## config.mk

```make
export PLATFORM = sky130hd
export DESIGN_NAME = sb_cfg_loader
export DESIGN_NICKNAME = d
export VERILOG_FILES = /design/src/rtl/sb_cfg_loader.sv
export SDC_FILE = /design/constraint.sdc
export NUM_CORES = 1
export LEC_CHECK = 0
export CAP_MARGIN = 20
export CORE_MARGIN = 10
export CORE_UTILIZATION = 55
export DETAILED_ROUTE_END_ITERATION = 8
export PLACE_DENSITY = 0.87
export SLEW_MARGIN = 40
export SYNTH_ARGS = -nofsm -noshare
export SYNTH_HDL_FRONTEND = slang
export SYNTH_SLANG_ARGS = --single-unit
```

## constraint.sdc

```tcl
create_clock -name prog_clk -period 2.5 [get_ports prog_clk]
set_input_delay 0.25 -clock prog_clk [delete_from_list [all_inputs] [get_ports prog_clk]]
set_output_delay 0.25 -clock prog_clk [all_outputs]
set_load 0.03 [all_outputs]
```

## src/rtl/sb_cfg_loader.sv

```systemverilog
// sb_cfg_loader: streams bitstream words serially into a switch-block config chain
// and captures the bits shifted out of the chain tail as readback words. rev 1.0
`default_nettype none
`timescale 1ns/1ps

module sb_cfg_loader #(
  parameter int CHAIN_LEN = 24,
  parameter int WORD_W    = 8,
  parameter int CNT_W     = 16
) (
  input  logic              prog_clk,
  input  logic              prog_reset_n,
  input  logic              start,
  input  logic              abort,
  input  logic              s_valid,
  input  logic [WORD_W-1:0] s_data,
  output logic              s_ready,
  output logic              ccff_head,
  output logic              chain_clk_en,
  input  logic              ccff_tail,
  output logic              rb_valid,
  output logic [WORD_W-1:0] rb_data,
  output logic              busy,
  output logic              done
);

  localparam logic [1:0] IDLE  = 2'd0;
  localparam logic [1:0] LOAD  = 2'd1;
  localparam logic [1:0] SHIFT = 2'd2;
  localparam logic [1:0] DONE  = 2'd3;

  localparam int IDX_W = (WORD_W > 1) ? $clog2(WORD_W) : 1;
  localparam logic [CNT_W-1:0] LAST_CNT = CNT_W'(CHAIN_LEN - 1);
  localparam logic [IDX_W-1:0] LAST_IDX = IDX_W'(WORD_W - 1);

  logic [1:0]        state;
  logic [WORD_W-1:0] shift_buf;
  logic [CNT_W-1:0]  bit_cnt;
  logic [IDX_W-1:0]  bit_idx;

  always_ff @(posedge prog_clk or negedge prog_reset_n) begin
    if (!prog_reset_n) begin
      state        <= IDLE;
      shift_buf    <= '0;
      bit_cnt      <= '0;
      bit_idx      <= '0;
      ccff_head    <= 1'b0;
      chain_clk_en <= 1'b0;
      rb_valid     <= 1'b0;
      rb_data      <= '0;
    end else begin
      rb_valid <= 1'b0;
      case (state)
        IDLE, DONE: begin
          if (start && !abort) begin
            state   <= LOAD;
            bit_cnt <= '0;
          end
        end
        LOAD: begin
          if (abort) begin
            state <= IDLE;
          end else if (s_valid) begin
            // Bit 0 goes straight to the head register so the chain shifts it on the first enabled edge.
            state        <= SHIFT;
            ccff_head    <= s_data[0];
            shift_buf    <= s_data >> 1;
            chain_clk_en <= 1'b1;
            bit_idx      <= '0;
            rb_data      <= '0;
          end
        end
        SHIFT: begin
          // The gated chain edge coincides with this edge, so the tail bit being shifted out is taken here.
          rb_data[bit_idx] <= ccff_tail;
          bit_cnt          <= bit_cnt + CNT_W'(1);
          if (abort) begin
            state        <= IDLE;
            chain_clk_en <= 1'b0;
          end else if (bit_cnt == LAST_CNT || bit_idx == LAST_IDX) begin
            state        <= (bit_cnt == LAST_CNT) ? DONE : LOAD;
            chain_clk_en <= 1'b0;
            rb_valid     <= 1'b1;
          end else begin
            ccff_head <= shift_buf[0];
            shift_buf <= shift_buf >> 1;
            bit_idx   <= bit_idx + IDX_W'(1);
          end
        end
        default: state <= IDLE;
      endcase
    end
  end

  assign s_ready = (state == LOAD);
  assign busy    = (state == LOAD) || (state == SHIFT);
  assign done    = (state == DONE);

endmodule

`default_nettype wire

```

==> reports/metrics.csv <==
stage,metric,value,unit
run_status,outcome,"complete, no violations",
power_and_ir_drop,power.switching,776,uW
yosys,syn_nets,242,
power_and_ir_drop,pwr-share-seq,0.368,
worst_setup_path,worst-setup-path-type,flop to primary output,
floorplanning,row_count,23,
route,drc,0,
worst_setup_path,arrival,2.03,ns
placed_design,gp_congestion,0.839,
final_layout,synthToLayoutAreaGrowth,18.3,%
worst_setup_path,crit_slowest_cell,clkdlybuf4s50_1,
power_and_ir_drop,power,2240,uW
final_layout,utilization,0.669,
yosys,syn_inst,222,
global_route,grt_pass1_vias,1858,
worst_setup_path,path_max_fanout,7,
final_layout,layout_commonest_cell,dfrtp_1,
power_and_ir_drop,power_frac_clock,0.246,
floorplanning,core_region_area,4000,um2
floorplanning,io_pins,28,
clock_tree,numCtsBuffers,5,
clock_tree,clk_latency,0.30,ns
timing,max_slew_margin,0.671,
yosys,yosysTopAreaCell,dfrtp_1,
floorplanning,start_util,0.566,
placed_design,port_buffers,27,
timing,fin_crit,2.28,ns
floorplanning,die_y,84.1,um
timing,rsz0062_at_grt,no,
timing,setup_tns,0,ns
route,drtIter0Drc,77,
yosys,syn_area,2260,um2
clock_tree,clk_pin_slew,0.08,ns
power_and_ir_drop,power_frac_comb,0.386,
floorplanning,dieArea,7080,um2
final_layout,num-nets-final,268,
worst_setup_path,cp_common_cell,inv_1,
yosys,synth_edf_count,0,
timing,slew_viol_final,0,
power_and_ir_drop,p_leak,0.00117,uW
job,maxCapViolations,0,
yosys,synth_top_cell_area_share,0.431,
yosys,yosysSeqAreaShare,0.431,
route,routed_via_density,5.91,
route,avgRoutedWirePerCell,15.7,um
power_and_ir_drop,cellInternalPower,1470,uW
clock_tree,holdBufCountCts,1,
min_path,hold_path.class,input pin to async pin,
yosys,ys_types,52,
final_layout,n_antenna_cell,0,
timing,worst_slew_pin_slew,0.494,ns
clock_tree,cts_max_level,2,
clock_tree,cts_resized,0,
route,vias,1766,
worst_setup_path,cp-start-kind,flop,
yosys,syn_avg_cell_area,10.2,um2
power_and_ir_drop,ir_worst_vdd,0.686,mV
timing,period_share,0.913,
floorplanning,dieWidth,84.1,um
yosys,synth_area_leaders,"dfrtp_1 43%, mux2_4 4.6%, nand2_1 4.3%, mux2i_1 4.0%, mux2_2 3.5%",
global_route,antenna_found_initial,0,
route,wirelength,4.68,mm
placed_design,post-place-ws,0.365,ns
global_route,grt_pass1_wl,8.22,mm
global_route,grt_max_degree,40,
global_route,grt_remaining_overflow,0,
timing,clock.fmax,438,MHz
yosys,synth_flop_cell,dfrtp_1,
timing,setup_ws,0.216,ns
worst_setup_path,cp_data_required_time,2.25,ns
final_layout,drive_above_1_share,0.137,
worst_setup_path,end_kind,primary output,
clock_tree,cts_setup_buffers,0,
timing,worst_clock_skew,0.00464,ns
route,ant_nets,0,
power_and_ir_drop,switching_share,0.346,
yosys,synthArstFlopShare,1.00,
clock_tree,cts_tree,done,
worst_setup_path,crit_chain,"inv_1, ha_1, inv_1, clkdlybuf4s50_1",
global_route,track_usage,0.136,
final_layout,final_cell_mix,"39 x dfrtp_1, 26 x nand2_1, 26 x clkdlybuf4s50_1, 14 x a21oi_1, 9 x mux2i_1",
clock_tree,clock_path_buffers,2,
route,first_pass_iters,4,
placed_design,dp_hpwl,3.31,mm
clock_tree,clock_sinks,39,
timing,hold_viol_final,0,
timing,setup_viol,0,
worst_setup_path,slowest_delay,0.70,ns
clock_tree,cts_root_buf,clkbuf_8,
yosys,synth-seq-cells,39,
yosys,yosys_warnings,0,
power_and_ir_drop,powerDensity,837,nW/um2
-- power by group through the flow --
stage               Clock (uW)  Sequential, uW  Combinational [uW]
floorplan                    0             839                 610
global placement             0             833                 856
detailed placement           0             831                 873
CTS                        564             822                 875
global route               582             840                 953
finish                     552             824                 866
-- synthesized netlist by cell type, drive strengths merged (3+ instances only) --
cell,count
a21oi,14
and2b,3
o21ai,8
mux2i,9
or4,4
o31ai,4
nand2,26
ha,6
o211ai,3
nand3,6
clkbuf,7
buf,6
mux2,14
or3,6
nor4b,3
a22o,3
dfrtp,39
inv,7
nand2b,6
nor2,5
nand4,7
-- layer usage --
metal	global-route usage	wire length [um]
met3	0.0502	303
met5	0	0
met4	0.0533	66
met1	0.158	2040
met2	0.222	2270
-- cells by family (layout without fill, tap and decap cells) --
kind of cell | Yosys count | in the layout | synth area share
simple gates | 85 | 85 | 0.217
compound gates | 47 | 47 | 0.145
flops | 39 | 39 | 0.431
mux | 23 | 23 | 0.121
buf+inv | 20 | 47 | 0.0442
fa+ha+maj | 6 | 6 | 0.0332
xor+xnor | 2 | 2 | 0.00774
-- path summary, 6_finish.rpt --
| path | start | endpoint | cells after the start | slack (ns) |
|---|---|---|---|---|
| max in group asynchronous | prog_reset_n | shift_buf[5] | 2 | 1.70 |
| max reg2reg | state[0] | bit_cnt[13] | 6 | 0.38 |
| min reg2reg | shift_buf[3] | shift_buf[3] | 1 | 0.51 |
| max | state[0] | busy | 4 | 0.22 |
| min in group prog_clk | shift_buf[3] | shift_buf[3] | 1 | 0.51 |
| min | prog_reset_n | bit_cnt[7] | 2 | 0.46 |
-- cell type report --
cell class                 count  area (um2)
multi-input combinational    163        1190
inverter                       7        26.3
clock inverter                 2        35.0
clock buffer                   6        82.6
fill                         317        1320
timing repair buffer          32         308
tap                           50        62.6
sequential                    39         976
-- sequential cells by signal, summed over array words and instances (netlist names) --
| signal | count |
|---|---|
| bit_idx | 3 |
| shift_buf | 7 |
| rb_valid | 1 |
| bit_cnt | 16 |
| chain_clk_en | 1 |
| rb_data | 8 |
| ccff_head | 1 |
| state | 2 |
-- worst max-delay path, delay by kind of cell (launching register included) --
family	cells	cell delay, ns
buffers and inverters	3	0.96
adder cells (fa/ha/maj)	1	0.38
flip-flops	1	0.40
-- per-stage QoR --
| stage | cells | area [um2] | hold WS [ns] |
|---|---|---|---|
| after detailed placement | 290 | 2550 | 0.258 |
| after CTS | 299 | 2680 | 0.476 |
| after floorplan | 222 | 2260 | -0.0456 |
| after global placement | 290 | 2550 | 0.398 |
| final | 299 | 2680 | 0.463 |
| after global routing | 299 | 2680 | 0.501 |
Note: power is estimated with default switching activity, not from simulation.
